### src/rtl/jtdsp16_prog_loader.sv
// Streams a byte-wide program image into the DSP16 program ROM programming port.
// Optional running checksum enabled by defining JTDSP16_LOADER_CHECKSUM_EN.
module jtdsp16_prog_loader #(
  parameter int LEN  = 8192,
  parameter int SWAP = 0
) (
  input  logic        clk,
  input  logic        rst_n,
  input  logic        start,
  input  logic [7:0]  dl_data,
  input  logic        dl_valid,
  output logic        dl_ready,
  output logic [12:0] prog_addr,
  output logic [7:0]  prog_data,
  output logic        prog_we,
  output logic        busy,
  output logic        done,
  output logic [15:0] cksum
);

  typedef enum logic [1:0] {IDLE, LOAD, DONE} state_t;

  localparam logic [12:0] LAST     = 13'(LEN - 1);
  localparam logic [12:0] ADDR_XOR = {12'd0, (SWAP != 0)};

  state_t      state;
  logic [12:0] cnt;
  logic        accept;

  // start wins over any byte offered in the same cycle
  assign dl_ready = (state == LOAD) & ~start;
  assign accept   = dl_valid & dl_ready;

  always_ff @(posedge clk or negedge rst_n) begin
    if (!rst_n) begin
      state     <= IDLE;
      cnt       <= '0;
      prog_we   <= 1'b0;
      prog_addr <= '0;
      prog_data <= '0;
      busy      <= 1'b0;
      done      <= 1'b0;
    end else begin
      prog_we <= accept;
      if (accept) begin
        prog_addr <= cnt ^ ADDR_XOR;
        prog_data <= dl_data;
      end
      if (start) begin
        state <= LOAD;
        cnt   <= '0;
        busy  <= 1'b1;
        done  <= 1'b0;
      end else if (accept) begin
        if (cnt == LAST) begin
          // counter parks on the last address so a full 8 KiB load never wraps
          state <= DONE;
          busy  <= 1'b0;
          done  <= 1'b1;
        end else begin
          cnt <= cnt + 13'd1;
        end
      end
    end
  end

`ifdef JTDSP16_LOADER_CHECKSUM_EN
  logic [15:0] sum;

  always_ff @(posedge clk or negedge rst_n) begin
    if (!rst_n)
      sum <= '0;
    else if (start)
      sum <= '0;
    else if (accept)
      sum <= sum + {8'd0, dl_data};
  end

  assign cksum = sum;
`else
  assign cksum = '0;
`endif

endmodule

### config.mk
export PLATFORM = sky130hd
export DESIGN_NAME = jtdsp16_prog_loader
export DESIGN_NICKNAME = d
export VERILOG_FILES = /design/src/rtl/jtdsp16_prog_loader.sv
export SDC_FILE = /design/constraint.sdc
export NUM_CORES = 1
export LEC_CHECK = 0
export CAP_MARGIN = 20
export CELL_PAD_IN_SITES_DETAIL_PLACEMENT = 0
export CELL_PAD_IN_SITES_GLOBAL_PLACEMENT = 2
export CORE_ASPECT_RATIO = 1.1
export CORE_MARGIN = 3
export CORE_UTILIZATION = 27
export CTS_BUF_LIST = sky130_fd_sc_hd__clkbuf_4
export CTS_CLUSTER_DIAMETER = 150
export DETAILED_ROUTE_END_ITERATION = 7
export GPL_TIMING_DRIVEN = 0
export PLACE_DENSITY = 0.75
export SLEW_MARGIN = 15
export SYNTH_ARGS = -nofsm -noshare
export SYNTH_HDL_FRONTEND = slang
export SYNTH_SLANG_ARGS = --single-unit
### constraint.sdc
create_clock -name clk -period 1.6 [get_ports clk]
set_clock_uncertainty 0.2 [all_clocks]
set_input_delay 0.24 -clock clk [delete_from_list [all_inputs] [get_ports clk]]
set_output_delay 0.24 -clock clk [all_outputs]
set_load 0.03 [all_outputs]
==> impl_metrics.py <==
metrics = {
    "cts": {
        "cts.path.max_buffers": 2,
        "root_buffer": "clkbuf_4",
        "insertion_delay_ns": 0.33,
        "cts.sinks": 37,
        "h-tree-depth": 2,
        "clk_pin_slew_ns": 0.11,
        "cts_tree": "yes",
        "numCtsBuffers": 5,
    },
    "sta": {
        "max_freq_mhz": 554,
        "whs_ns": 0.134,
        "hold_violations": 0,
        "setup_viol": 32,
        "maxSlewViolCount": 0,
        "period_share": 1.13,
        "fin_ws_ns": -0.205,
        "tightestPinTransition_ns": 0.515,
        "period_minus_slack_ns": 1.80,
        "relSlewSlack": 0.656,
        "rsz0062_at_grt": "true",
    },
    "power": {
        "p_sw_uw": 554,
        "power.internal_mw": 1.50,
        "pwr-share-seq": 0.485,
        "p_leak_nw": 1.28,
        "vdd_drop_max_mv": 0.453,
        "combPwrFrac": 0.201,
        "swShare": 0.270,
        "p_per_area_nw_per_um2": 771,
        "p_clk_frac": 0.314,
    },
    "final_layout": {
        "seqCellArea_sq_um": 932,
        "area_growth_pct": 54.3,
        "multiInputGateArea_sq_um": 778,
        "n_antenna_cell": 0,
        "final_common_cell": "buf_4",
        "fin_nets": 238,
        "drive_gt1_frac": 0.429,
        "final_cell_mix": "33 x buf_4, 32 x dfrtp_1, 19 x mux2_2",
        "finalInstanceArea_sq_um": 2660,
        "fillers": 587,
    },
    "setup_path": {
        "end_kind": "register",
        "critPathLaunchType": "register",
        "slowest_stage": "dfrtp_2",
        "cp_max_fo": 5,
        "required_ns": 1.66,
        "critPathTopFamily": "simple AND/OR/NAND/NOR gates",
        "crit_arrival_ns": 1.86,
        "critical_path_buf_inv_count": 3,
        "max_stage_delay_ns": 0.42,
        "r2r_slack_ns": -0.20,
        "path_cells": "nand4bb_1 -> buf_6 -> inv_8 -> o41ai_4 -> buf_4 -> or3_1 -> a21oi_1",
        "path_class": "register to register",
    },
    "die": {
        "ios": 53,
        "die_y_microns": 89.9,
        "num_rows": 29,
        "initial_utilization": 0.288,
        "coreArea_sq_um": 5990,
        "die_w_microns": 82.2,
        "die_area_sq_um": 7390,
    },
    "grt": {
        "antenna_found_initial": 0,
        "gr-total-overflow": 0,
        "grt_pass1_wl_mm": 6.72,
        "grt_pass1_vias": 1344,
        "grt_start_max_net_pins": 26,
        "track_usage": 0.118,
    },
    "outcome": {
        "violations": "negative setup slack",
        "outcome": "finished, violations left",
    },
    "logic_synthesis": {
        "syn_area_per_cell_sq_um": 12.0,
        "syn-instance-count": 144,
        "netlist_area_sq_um": 1730,
        "synth.distinct_cells": 36,
        "yosys_warnings": 0,
        "ys_ff_latch": 37,
        "ys_seq_area_frac": 0.536,
    },
    "route": {
        "drc": 0,
        "drt-total-wl_mm": 3.94,
        "via_per_inst": 4.44,
        "drt-wirelength-per-cell_microns": 13.0,
        "via_count": 1345,
        "first_pass_iters": 4,
        "antenna_left": 0,
        "drtIter0Drc": 61,
    },
    "hold_path": {
        "hold_path.class": "input port to async pin",
    },
    "placement": {
        "placed_cell_area_sq_um": 2290,
        "hpwlAfterDp_mm": 2.61,
        "pre_cts_ws_ns": -0.690,
        "port-buffer-count": 36,
        "place_congestion": 0.709,
    },
    "flow_run": {
        "drv_cap": 0,
    },
}
==> synth_stat cells <==
library cell	count	area, sq um
nor3_2	1	10.0
nor4_4	1	21.3
a21o_1	1	7.51
o311ai_1	1	8.76
o31ai_1	1	7.51
nand4bb_1	1	11.3
xor2_1	1	8.76
nand4_1	4	25.0
mux2_1	1	11.3
mux2_2	21	236
clkbuf_1	1	3.75
buf_2	2	10.0
ha_1	1	12.5
mux2i_1	1	10.0
buf_6	1	11.3
o41ai_1	1	8.76
clkinv_2	1	5.00
a21oi_1	8	40.0
buf_4	17	128
or3_1	3	18.8
or4_1	1	7.51
inv_1	6	22.5
nand4_2	1	12.5
conb_1	1	3.75
o41ai_2	1	16.3
a31oi_1	1	6.26
nor3_1	3	15.0
and2_1	1	6.26
nand2_1	4	15.0
and3_1	3	18.8
a31o_1	2	17.5
nand3_1	4	20.0
nor2_1	6	22.5
o21ai_0	3	15.0
dfrtp_1	37	926
nor2b_1	1	6.26
==> final timing paths <==
path	cells after the start	end	startpoint
min in group clk	2	cnt[8]$_DFFE_PN0P_	start
worst min-delay path	2	prog_addr[5]$_DFFE_PN0P_	rst_n
worst max-delay path	7	cnt[3]$_DFFE_PN0P_	state[1]$_DFFE_PN0P_
worst max register to register	7	cnt[3]$_DFFE_PN0P_	state[1]$_DFFE_PN0P_
worst min register to register	1	prog_addr[10]$_DFFE_PN0P_	prog_addr[10]$_DFFE_PN0P_
max in group asynchronous	3	cnt[3]$_DFFE_PN0P_	rst_n
==> power by group through the flow <==
stage	clock [mW]	sequential, mW	combinational [mW]
finish	0.645	0.996	0.412
global route	0.719	1.00	0.442
CTS	0.679	0.996	0.411
detailed placement	0	1.02	0.382
global placement	0	1.01	0.380
floorplan	0	1.09	0.157
==> repair_timing <==
item / in CTS / in global routing
cloned: 3 / 0
buffers inserted: 17 / 3
hold endpoints to repair: 37 / 0
resized for setup: 54 / 30
hold buffers: 1 / 0
pin swaps: 8 / 3
setup endpoints to repair: 57 / 53
==> flip-flops by register name (all words and copies together), names as in the netlist <==
register	cells
prog_addr	13
state	2
prog_data	8
cnt	13
prog_we	1
==> kinds of logic after synthesis <==
family          after synthesis  synth area share
compound gates               19            0.0739
xor+xnor                      1           0.00507
fa+ha+maj                     1           0.00725
buf+inv                      28             0.104
flops                        37             0.536
mux                          23             0.149
other cells                   1           0.00217
simple gates                 34             0.122
==> area by class of cell <==
type                    count  share of cell area
multi-input cells          94               0.292
plain buffers              20              0.0606
inverters                   7              0.0127
well taps                  77              0.0362
clock buffers               6              0.0169
repair buffers             60               0.219
clock inverters             2              0.0127
flip-flops and latches     37               0.350
==> through the flow <==
step / instances / power, mW / utilization / TNS, ns
after CTS: 302 / 2.09 / 0.439 / -2.49
after global placement: 272 / 1.39 / 0.380 / -53.93
after detailed placement: 273 / 1.40 / 0.382 / -21.68
final: 303 / 2.05 / 0.445 / -2.92
after global routing: 303 / 2.17 / 0.445 / -5.18
after floorplan: 159 / 1.25 / - / -2.21
==> routing by layer <==
layer	routed length, microns	track usage	vias to the layer above
met1	1740	0.151	650
met4	20	0.0291	0
met3	259	0.0500	2
met5	0	0	-
li1	-	-	650
met2	1920	0.181	43
No activity file was read; power rests on OpenSTA's default activity.
